<file path="src/rtl/radix4_div_pkg.sv">
// radix4_div_pkg: shared state encoding and default sizing for the radix-4 sequential divider
package radix4_div_pkg;
  typedef enum logic [2:0] {IDLE, LOAD, ITER, DONE, DONE_ZERO} state_t;
  localparam int N_DEF = 32;
  localparam int M_DEF = 16;
  localparam int ITERS = N_DEF / 2;
  localparam int CNT_W = $clog2(ITERS);
endpackage

</file>
<file path="src/rtl/radix4_digit_sel.sv">
// radix4_digit_sel: picks the radix-4 quotient digit for trial remainder t and returns t - q*D
//   t, d1, d2, d3 : N+2-bit trial remainder and divisor multiples D, 2D, 3D
//   q             : selected digit 0..3
//   r             : new partial remainder (always < D, so N bits suffice)
module radix4_digit_sel import radix4_div_pkg::*; #(
  parameter int N = N_DEF
) (
  input  logic [N+1:0] t,
  input  logic [N+1:0] d1,
  input  logic [N+1:0] d2,
  input  logic [N+1:0] d3,
  output logic [1:0]   q,
  output logic [N-1:0] r
);
  logic [N+1:0] m;
  assign q = t >= d3 ? 2'd3 : t >= d2 ? 2'd2 : t >= d1 ? 2'd1 : 2'd0;
  assign m = q == 2'd3 ? d3 : q == 2'd2 ? d2 : q == 2'd1 ? d1 : '0;
  assign r = N'(t - m);
endmodule

</file>
<file path="src/rtl/radix4_seq_divider.sv">
// radix4_seq_divider: unsigned radix-4 restoring divider, 2 quotient bits per clock
//   clk, rst (async, active-high)
//   start, dividend, divisor : request, operands captured when accepted in IDLE
//   busy                     : high in LOAD and ITER
//   done                     : one-cycle pulse when quotient/remainder/div_by_zero update
//   quotient, remainder      : registered results, held until the next completion
//   div_by_zero              : set with done when the divisor was 0
// Build option: APPROX_DIVISOR_EN rounds the low M divisor bits to a single bit before dividing.
module radix4_seq_divider import radix4_div_pkg::*; #(
  parameter int N = N_DEF,
  parameter int M = M_DEF
) (
  input  logic         clk,
  input  logic         rst,
  input  logic         start,
  input  logic [N-1:0] dividend,
  input  logic [N-1:0] divisor,
  output logic         busy,
  output logic         done,
  output logic [N-1:0] quotient,
  output logic [N-1:0] remainder,
  output logic         div_by_zero
);
  localparam int IT = N / 2;
  localparam int CW = $clog2(IT);
  if (N < 4 || N % 2 != 0 || M < 2 || M >= N) begin : g_bad_cfg
    $error("radix4_seq_divider: N must be even and >= 4, and 1 < M < N");
  end
  state_t         state;
  logic [N-1:0]   a, b, dv, r, rn;
  logic [N+1:0]   d1, d2, d3;
  logic [N-3:0]   qr;
  logic [CW-1:0]  cnt;
  logic [1:0]     q;
`ifdef APPROX_DIVISOR_EN
  logic [N-1:0] ap;
  // Keep the upper bits, collapse the low M bits to whichever of 0 / 2^(M-1) the bit density favours.
  assign ap = {b[N-1:M], $countones(b[M-1:0]) > M / 2, {(M-1){1'b0}}};
  assign dv = ap == '0 ? b : ap;
`else
  assign dv = b;
`endif
  radix4_digit_sel #(.N(N)) u_sel (
    .t  ({r, a[N-1:N-2]}),
    .d1 (d1),
    .d2 (d2),
    .d3 (d3),
    .q  (q),
    .r  (rn)
  );
  always_ff @(posedge clk or posedge rst)
    if (rst) begin
      state       <= IDLE;
      busy        <= 1'b0;
      done        <= 1'b0;
      quotient    <= '0;
      remainder   <= '0;
      div_by_zero <= 1'b0;
      a           <= '0;
      b           <= '0;
      d1          <= '0;
      d2          <= '0;
      d3          <= '0;
      r           <= '0;
      qr          <= '0;
      cnt         <= '0;
    end else begin
      done <= 1'b0;
      case (state)
        IDLE: if (start) begin
          a     <= dividend;
          b     <= divisor;
          busy  <= divisor != '0;
          state <= divisor == '0 ? DONE_ZERO : LOAD;
        end
        LOAD: begin
          d1    <= {2'b00, dv};
          d2    <= {1'b0, dv, 1'b0};
          d3    <= {2'b00, dv} + {1'b0, dv, 1'b0};
          r     <= '0;
          qr    <= '0;
          cnt   <= '0;
          state <= ITER;
        end
        ITER: begin
          a   <= a << 2;
          r   <= rn;
          qr  <= (N-2)'({qr, q});
          cnt <= cnt + 1'b1;
          // Results are written on the edge that enters DONE so done and data appear together.
          if (cnt == CW'(IT - 1)) begin
            state       <= DONE;
            busy        <= 1'b0;
            done        <= 1'b1;
            quotient    <= {qr, q};
            remainder   <= rn;
            div_by_zero <= 1'b0;
          end
        end
        DONE: state <= IDLE;
        DONE_ZERO: begin
          state       <= IDLE;
          done        <= 1'b1;
          quotient    <= '1;
          remainder   <= a;
          div_by_zero <= 1'b1;
        end
        default: state <= IDLE;
      endcase
    end
endmodule
</file>
<file path="config.mk">
export PLATFORM = sky130hd
export DESIGN_NAME = radix4_seq_divider
export DESIGN_NICKNAME = d
export VERILOG_FILES = /design/src/rtl/radix4_div_pkg.sv /design/src/rtl/radix4_digit_sel.sv /design/src/rtl/radix4_seq_divider.sv
export SDC_FILE = /design/constraint.sdc
export NUM_CORES = 1
export LEC_CHECK = 0
export CORE_MARGIN = 2
export CORE_UTILIZATION = 35
export DETAILED_ROUTE_END_ITERATION = 16
export PLACE_DENSITY = 0.52
export REMOVE_ABC_BUFFERS = 1
export SLEW_MARGIN = 20
export SYNTH_ARGS = -nofsm -noshare
export SYNTH_HDL_FRONTEND = slang
export SYNTH_SLANG_ARGS = --single-unit
</file>
<file path="constraint.sdc">
create_clock -name clk -period 17.8 [get_ports clk]
set_clock_uncertainty 0.05 [all_clocks]
set_input_delay 3.56 -clock clk [delete_from_list [all_inputs] [get_ports clk]]
set_output_delay 3.56 -clock clk [all_outputs]
set_load 0.02 [all_outputs]
</file>
## After elaboration in Yosys (flattened, before gate mapping)

Index checks and enable logic that the tools add are counted.

| word-level totals | value |
|---|---|
| register bits after elaboration | 266 |
| bits of input ports | 67 |
| output and inout port bits | 67 |
| word-level logic and storage cells | 64 |

| cells by class | value |
|---|---|
| add/subtract/negate cells | 3 |
| order comparisons | 3 |
| equality and inequality tests | 9 |
| multiplexer cells | 25 |
| reduce and logical (&&, ||, !) cells | 11 |

Operators by type and width:

| cell | number |
|---|---|
| case mux 32 bit (2 select lines) | 4 |
| 2-to-1 mux 32 bit | 6 |
| case mux 30 bit (2 select lines) | 1 |
| adder 32 x 33 -> 34 bit | 1 |
| >= comparator 34 x 32 -> 1 bit | 1 |
| >= comparator 34 x 33 -> 1 bit | 1 |
| >= comparator 34 bit | 1 |
| zero test 32 bit | 1 |
| nonzero test 32 bit | 1 |
| subtractor 32 bit | 1 |
| 2-to-1 mux 3 bit | 3 |
| case mux 3 bit (3 select lines) | 1 |
| case mux 4 bit (2 select lines) | 1 |
| AND reduction 2 bit | 4 |
| case mux 1 bit (2 select lines) | 3 |
| nonzero test 2 bit | 3 |
| adder 4 x 1 -> 4 bit, second input constant | 1 |
| equality test 2 bit, second input constant | 2 |
| equality test 4 bit, second input constant | 1 |
| 2-to-1 mux 1 bit | 4 |
| 2-to-1 mux 2 bit | 2 |
| != test 2 bit, second input constant | 2 |
| equality test 3 x 1 -> 1 bit, second input constant | 1 |
| equality test 3 x 2 -> 1 bit, second input constant | 1 |
| other kinds (4) | 4 |

## Depth between registers and ports, before layout

| depth | value |
|---|---|
| depth after elaboration | 11 |
| gate-level depth with buffers | 24 |
| depth with buffers taken out | 23 |

## Modules after synthesis

Synthesis repeated with hierarchy kept, for this count alone.

| unflattened totals | value |
|---|---|
| cells, all modules | 1841 |
| area, all modules | 16555.9 µm² |

By module, submodules not included:

| module | instances | cells each | area an instance (µm²) | seq. area each (µm²) |
|---|---|---|---|---|
| radix4_seq_divider | 1 | 1176 | 11837.6 | 6631.4 |
| radix4_digit_sel | 1 | 665 | 4718.3 | 0.0 |

## Worst setup path before layout

No wires, ideal clock.

| path | value |
|---|---|
| path kind | reg2reg |
| start | reg r[15] |
| end | reg remainder[24] |
| library setup time | 0.129 ns |
| arrival time | 5.201 ns |
| data required time | 17.621 ns |
| setup slack | 12.420 ns |
| cell stages (with the launch flop) | 23 |
| buffers on the path | 1 |
| period minus slack after synthesis | 5.380 ns |
| path through | dfrtp_1 ha_1 a211o_1 nor4_1 a211oi_1 o31a_1 a211oi_1 clkbuf_1 nor2_1 nor2b_1 ha_1 inv_1 fa_1 a21o_1 a21oi_2 o21bai_2 a2111oi_4 o21bai_2 a311oi_4 o21bai_2 a221oi_2 xor2_1 o21ai_1 |

| between the ends | value |
|---|---|
| longest elaborated chain between the ends | 11 |
| elaborated cells between the ends (all ways) | 15 |
| those cells by class | add/sub: 1; order compare: 3; eq/ne: 3; mux: 8 |

Ends and longest elaborated chain:

| item | RTL line | text |
|---|---|---|
| start, declared | radix4_seq_divider.sv:30 | `logic [N-1:0] a, b, dv, r, rn;` |
| start signal, assigned | radix4_seq_divider.sv:87 | `r <= rn;` |
| >= comparator 34 x 32 -> 1 bit | radix4_digit_sel.sv:16 | `assign q = t >= d3 ? 2'd3 : t >= d2 ? 2'd2 : t >= d1 ? 2'd1 : 2'd0;` |
| 2-to-1 mux 1 bit | radix4_digit_sel.sv:16 |  |
| 2-to-1 mux 2 bit (2 in series) | radix4_digit_sel.sv:16 |  |
| equality test 2 x 1 -> 1 bit | radix4_digit_sel.sv:17 | `assign m = q == 2'd3 ? d3 : q == 2'd2 ? d2 : q == 2'd1 ? d1 : '0;` |
| 2-to-1 mux 32 bit (3 in series) | radix4_digit_sel.sv:17 |  |
| subtractor 32 bit (*) | radix4_digit_sel.sv:18 | `assign r = N'(t - m);` |
| 2-to-1 mux 32 bit (*) | radix4_seq_divider.sv:91 | `if (cnt == CW'(IT - 1)) begin` |
| case mux 32 bit (2 select lines) (*) | radix4_seq_divider.sv:69 | `case (state)` |
| end signal, assigned | radix4_seq_divider.sv:96 | `remainder <= rn;` |
| end, declared | radix4_seq_divider.sv:21 | `output logic [N-1:0] remainder,` |

Mark *: on every way between the ends. The rest lies on a longest branch, timed or not. The select of a mux whose other input is x is not followed.
A chain may end at the register's enable or synchronous reset.

## Worst setup path in the final report

| path | value |
|---|---|
| start | reg r[22] |
| end | reg r[24] |

| between the ends | value |
|---|---|
| longest elaborated chain between the ends | 10 |
| elaborated cells between the ends (all ways) | 14 |
| those cells by class | add/sub: 1; order compare: 3; eq/ne: 3; mux: 7 |

Ends and longest elaborated chain:

| item | RTL line |
|---|---|
| >= comparator 34 x 32 -> 1 bit | radix4_digit_sel.sv:16 |
| 2-to-1 mux 1 bit | radix4_digit_sel.sv:16 |
| 2-to-1 mux 2 bit (2 in series) | radix4_digit_sel.sv:16 |
| equality test 2 x 1 -> 1 bit | radix4_digit_sel.sv:17 |
| 2-to-1 mux 32 bit (3 in series) | radix4_digit_sel.sv:17 |
| subtractor 32 bit (*) | radix4_digit_sel.sv:18 |
| case mux 32 bit (2 select lines) (*) | radix4_seq_divider.sv:69 |

Mark *: on every way between the ends. The rest lies on a longest branch, timed or not.

==> run_results.csv <==
group,metric,value,unit
critical_path,slowest_delay,0.61,ns
critical_path,path_class,"reg -> reg",
critical_path,worst_path_cell_with_the_longest_stage_delay,"or2_2",
critical_path,worst_setup_path_startpoint,"r[22]$_DFFE_PP0N_",
route,detail_route.iter0.violations,977,
floorplanning,dieWidth,217,um
critical_path,crit_path_max_fanout,33,
synthesis,ys_types,69,
synthesis,predominant_post_synthesis_flop_cell,"dfrtp_1",
synthesis,avgSynthCellArea,9.14,um^2
sta,layout_min_cycle_time,6.84,ns
sta,timing.final.crit_share,38.4,%
cts,h-tree-depth,2,
cts,cts.clk_slew.worst_paths,0.06,ns
synthesis,yosys_register_bits,265,
sta,hold_violations,0,
route,total_vias_in_the_final_route,13100,
critical_path,path_cells,"ha_1 > nand4_1 > nor3_1 > nor3b_1 > o221ai_1 > a211oi_1 > or2_2 > nor2_1 > nor2b_1 > ha_1 > inv_1 > fa_1 > a21o_1 > a21oi_2 > o21bai_2 > a2111oi_4 > o21bai_2 > a311oi_4 > o21bai_2 > a221oi_2 > xor2_1 > o21ai_1",
min_path,worstHoldPathCells,2,
critical_path,timing.rr.end,"r[24]$_DFFE_PP0N_",
grt,overflow,0,
status,status,"finished clean",
critical_path,timing.critical_path.to_type,"flip-flop",
critical_path,critical_path_buf_inv_count,1,
critical_path,setup.reg_to_reg.worst_slack,10.96,ns
critical_path,r2r.worst_path.cells,22,
critical_path,critical-path-top-delay-family,"compound AO/OA/AOI/OAI gates",
cts,later_pin_clock_latency_in_the_skew_report,0.54,ns
synthesis,synth_warnings,0,
sta,rsz0062_at_grt,"no",
critical_path,timing.critical_path.depth,22,
place,detail_placement_hpwl,34100,um
route,drc_violation_count_after_routing,0,
run,max_cap_violations,0,
layout,antennaDiodeCount,0,
cts,cts-hold-fix-buffers,0,
layout,final_net_count,2075,
synthesis,part_of_the_yosys_area_used_for_sequential_elements,41.9,%
route,avgViaCountPerCell,5.33,
cts,cts-root-to-sink-buffers,3,
route,wl,46500,um
critical_path,path_common_cell,"o21bai_2",
cts,clock-root-buffer,"clkbuf_16",
cts,inserted_clock_buffers,35,
sta,relSlewSlack,36.8,%
floorplanning,core,0.0444,mm^2
grt,initial_antenna_violation_count,0,
synthesis,post_synth_instance_area,0.0158,mm^2
layout,area_delta_synth_final,19.8,%
cts,post_cts.resized_instances,0,
floorplanning,rows,77,
grt,grt_pass1_wl,74200,um
route,firstDrtPassIters,5,
route,drtAntennaViolNets,0,
critical_path,worst-endpoint-required,18.14,ns
cts,tritoncts,"done",
grt,grt_max_degree,128,
grt,first_global_vias,13100,
sta,setup_viol,0,
place,port-buffer-count,133,
place,globalplace.congestion,0.930,
floorplanning,die_footprint,0.0469,mm^2
floorplanning,initial_utilization,35.6,%
critical_path,crit_arrival,7.18,ns
route,post_drt_wl_per_cell,18.9,um
floorplanning,floorplan.die.height,217,um
cts,setup_fix_bufs_post_cts,0,
critical_path,r2r-start,"r[22]$_DFFE_PP0N_",
cts,total_number_of_clock_tree_sinks,265,
critical_path,timing.critical_path.to,"r[24]$_DFFE_PP0N_",
sta,maxClockFrequency,146,MHz
grt,gr-usage-all-layers,20.0,%
layout,nFillCells,4420,
synthesis,synth_async_sr_flop_share,100,%
sta,total_negative_slack_for_setup_checks,0,ns
sta,timing.final.max_slew_violations,0,
synthesis,syn-instance-count,1732,
floorplanning,io-pin-count,134,
layout,layout-drive-gt1-share,5.45,%
synthesis,synth-edff-count,0,
sta,worst_pin_slew,0.948,ns
min_path,hp-class,"reg -> reg",
critical_path,worstSetupStartpointType,"flip-flop",
==> sequential cells by signal, summed over array words and instances, names as in the netlist <==
signal       count
b               32
qr              30
r               32
remainder       32
a               32
quotient        32
done             1
d1              31
d3              34
state            3
busy             1
cnt              4
div_by_zero      1
==> logic make-up after synthesis <==
family	after synthesis	share of synthesized area [%]
DFF	265	41.9
AOI/OAI and AO/OA	552	23.4
and+or+nand+nor	524	14.5
muxes	2	0.142
xor gates and xnor gates	55	3.04
adders and majority gates	164	13.1
buffers and inverters	170	4.04
==> Yosys cell counts (all sizes together) (7+ instances only) <==
master	count	area share, %
a211oi	11	0.52
a21o	47	2.2
a21oi	72	2.3
a221o	30	1.9
a22o	45	2.5
a22oi	49	2.3
and2	8	0.32
and3	8	0.32
and4	7	0.39
clkbuf	73	1.7
dfrtp	265	42
ha	162	13
inv	93	2.2
nand2	320	7.6
nand2b	11	0.43
nand3	29	0.92
nand4	22	0.87
nor2	68	1.6
nor2b	7	0.28
nor3	15	0.47
nor4	12	0.47
o211ai	7	0.33
o21a	13	0.62
o21ai	200	6.3
o21bai	9	0.50
o22ai	16	0.63
xnor2	25	1.4
xor2	30	1.7
==> per-stage QoR <==
| step | setup WS, ns | area (um^2) | utilization [%] | hold WS (ns) | instances |
|---|---|---|---|---|---|
| floorplan | 6.89 | 15500 | - | 0.390 | 1655 |
| CTS | 10.85 | 19000 | 42.7 | 0.431 | 2462 |
| finish | 10.96 | 19000 | 42.7 | 0.428 | 2462 |
| global route | 10.36 | 19000 | 42.7 | 0.460 | 2462 |
| detailed placement | 10.87 | 17800 | 40.1 | 0.413 | 2399 |
| global placement | 10.96 | 17800 | 40.1 | 0.408 | 2399 |
==> area by class of cell <==
class	instances	area [um^2]	area share (%)
clock buffer	53	1050	5.56
sequential	265	6630	35.0
inverter	93	357	1.88
timing repair buffer	152	1470	7.78
clock inverter	10	101	0.535
tap	592	741	3.91
multi-input combinational	1297	8600	45.3
==> cell usage in the layout (no fill, tap or decap), types with 12 or more instances in the layout <==
master / instances
dfrtp_1: 265
a22o_1: 45
nand2_1: 320
o22ai_1: 16
clkbuf_16: 36
ha_1: 162
o21a_1: 13
nor4_1: 12
a22oi_1: 49
nand3_1: 29
nand4_1: 22
nor2_1: 65
xor2_1: 30
nor3_1: 15
xnor2_1: 25
buf_4: 19
inv_1: 92
a21o_1: 47
clkdlybuf4s50_1: 133
o21ai_0: 194
a221o_1: 30
a21oi_1: 71
==> worst register-to-register path, cell delays in order, from the launching register on <==
cell	delay, ns
dfrtp_1	0.48
ha_1	0.38
nand4_1	0.13
nor3_1	0.32
nor3b_1	0.54
o221ai_1	0.34
a211oi_1	0.57
or2_2	0.61
nor2_1	0.20
nor2b_1	0.14
ha_1	0.17
inv_1	0.05
fa_1	0.40
a21o_1	0.19
a21oi_2	0.19
o21bai_2	0.10
a2111oi_4	0.41
o21bai_2	0.17
a311oi_4	0.54
o21bai_2	0.18
a221oi_2	0.25
xor2_1	0.21
o21ai_1	0.08
==> how the worst min path moves through the flow <==
stage	startpoint	end	slack (ns)
after detailed placement	qr[28]$_DFFE_PP0N_	quotient[30]$_DFFE_PP0P_	0.41
after CTS	qr[29]$_DFFE_PP0N_	quotient[31]$_DFFE_PP0P_	0.43
after global placement	div_by_zero$_DFFE_PP0P_	div_by_zero$_DFFE_PP0P_	0.41
after floorplan	qr[28]$_DFFE_PP0N_	quotient[30]$_DFFE_PP0P_	0.39
final	div_by_zero$_DFFE_PP0P_	div_by_zero$_DFFE_PP0P_	0.43
after global routing	qr[28]$_DFFE_PP0N_	qr[28]$_DFFE_PP0N_	0.46
==> per-layer routing <==
layer | wire length (um) | up-vias | global-route usage [%]
met5 | 0 | - | 0
met4 | 1490 | 0 | 7.53
met3 | 1630 | 63 | 2.37
met2 | 20000 | 250 | 30.5
met1 | 23400 | 6317 | 28.9
li1 | - | 6488 | -
Power is not shown: default switching activity piles up to over one toggle a cycle in this logic, so the estimate is an artifact.
==> patch, RTL diff (same settings) <==
The 5 states of `state_t` get a one-hot encoding in 5 bits.
--- a/src/rtl/radix4_div_pkg.sv
+++ b/src/rtl/radix4_div_pkg.sv
@@ -1,6 +1,6 @@
 // radix4_div_pkg: shared state encoding and default sizing for the radix-4 sequential divider
 package radix4_div_pkg;
-  typedef enum logic [2:0] {IDLE, LOAD, ITER, DONE, DONE_ZERO} state_t;
+  typedef enum logic [4:0] {IDLE = 5'b00001, LOAD = 5'b00010, ITER = 5'b00100, DONE = 5'b01000, DONE_ZERO = 5'b10000} state_t;
   localparam int N_DEF = 32;
   localparam int M_DEF = 16;
   localparam int ITERS = N_DEF / 2;
Behaviour: same outputs for any inputs over 10 cycles, from zero or initial values and one cycle with rst high; not proved beyond that.
==> patch against the unedited design <==
- sequential share of layout area rose by 0.11 points
- area after synthesis up 1.7%
- routed wire length is 1.5% higher
- largest cell class unchanged
- sequential cell count increased by 2
- final area is 0.47% higher
- critical endpoint is now remainder[30]
- worst setup slack better by 0.77 ns
- die area increased by 1.6%
==> patch: results (changes against the unedited design) <==
• finished, final reports clean — result of the run
• a[31] — worst reg2reg path startpoint
• quotient[30] — Hold Path End
• 19 — worst reg-to-reg path cell count, -14%
• 47,200 um — total wire length after detailed routing, +1.5%
• sky130_fd_sc_hd__dfrtp_1 (41%), sky130_fd_sc_hd__ha_1 (13%), sky130_fd_sc_hd__o21ai_0 (7.2%) — top cells by area, synth
• 4.53% — proportion of synthesized area in mux cells, +4.4 points
• 4,530 — fill cell total of the finished layout, +2.5%
• 1,042 — drt initial violations, +6.7%
• 2.31% — met3 track demand over resource in global routing, -0.062 points
• 41.5% — sequential element share of the synthesized area, -0.37 points
• 5 — total iterations of the first detailed-routing run, unchanged
• 66 — unique cell type count in the Yosys netlist, -4.3%
• 11.76 ns — worst slack at placement, +0.893 ns
• 0.894 — global placer's final weighted congestion, -3.8%
• sky130_fd_sc_hd__o311ai_0 — library cell contributing the largest single delay on the critical path
• 6.47 ns — signal arrival time at the worst endpoint, -0.71 ns
• sky130_fd_sc_hd__dfrtp_1 — flip-flop cell with the highest count after synthesis
• 23,400 um — M1 wire length, +0.21%
• 75,300 um — first-pass GRT wire length, +1.5%
• remainder[30] — reg-to-reg endpoint
• 218 um — Die Span X, +0.81%
• 6.89% — proportion of layout cells with a drive suffix above 1, +1.4 points
• 5.46 — detailed-route vias per instance, +2.5%
• 31 — CTS Buf Count, -11%
• 19.9% — global-route total usage across every layer, -0.098 points
• 20,600 um — Routed met2 length, +2.7%
• 27.8% — worst max-slew margin expressed relative to the limit, -9.0 points
• 2070 um — met3 WL, +27%
• 2,038 — number of nets at the end of the flow, -1.8%
• 34,200 um — placed wire-length estimate, +0.33%
• 12.8% — fraction of the mapped netlist area in adder cells, -0.21 points
• 0.00874 mm2 — combined area of the multi-input logic cells, +1.7%
• 29.4% — met1 demand-to-capacity share in global routing, +0.52 points
• 0.423 ns — smallest hold slack, -0.00521 ns
• 0 — Gates resized, CTS repair, unchanged
• 165 MHz — maximum operating frequency, +13%
• 19.4 um — average detailed-routed wire length per instance, +2.8%
• 141 — pin count of the biggest net entering global routing, +10%
• 22.1% — compound-gate portion of the synthesized area, -1.2 points
• 2,374 — Placed Cells, -1.0%
• 1 — count of H-tree levels built during CTS, -1
• 1,703 — Post-Synthesis Cells, -1.7%
• remainder[30] — end point of the critical path
• sky130_fd_sc_hd__dfrtp_1 (266), sky130_fd_sc_hd__o21ai_0 (233), sky130_fd_sc_hd__nand2_1 (226) — top cell types by occurrence after synthesis
• 0.93 ns — stage delay of the slowest cell on the critical path, +0.32 ns
• 0.57 ns — clock latency on the worst-skew pair, +0.03 ns
• 12,900 — vias in the first global route, -1.7%
• 0.0180 mm2 — placed cell area, +1.3%
• 30.3% — met2 demand-to-capacity share in global routing, -0.11 points
• 30 — top fanout value on the critical path, -9.1%
• 2.50% — synthesized-area fraction occupied by xor and xnor cells, -0.54 points
• qr[28] — HP Start
## patch: changes by cell type in the layout (fill, tap and decap cells not counted), moves of 9 or more
| cell | delta |
|---|---|
| sky130_fd_sc_hd__mux2_2 | +29 |
| sky130_fd_sc_hd__a21o_1 | -23 |
| sky130_fd_sc_hd__a222oi_1 | +11 |
| sky130_fd_sc_hd__o22ai_1 | -11 |
| sky130_fd_sc_hd__mux2i_1 | +38 |
| sky130_fd_sc_hd__xor2_1 | -9 |
| sky130_fd_sc_hd__inv_1 | +11 |
| sky130_fd_sc_hd__nand3_1 | -10 |
| sky130_fd_sc_hd__nand2_1 | -94 |
| sky130_fd_sc_hd__a22oi_1 | -32 |
| sky130_fd_sc_hd__o21ai_0 | +39 |
| sky130_fd_sc_hd__nor2_1 | -14 |
## patch: layout make-up
cell class              count  share of cell area (%)
clock buffers              38                    4.53
clock inverters            18                   0.788
inverters                 104                    2.09
multi-input cells        1255                    45.9
flip-flops and latches    267                    35.1
well taps                 600                    3.94
repair buffers            148                    7.65
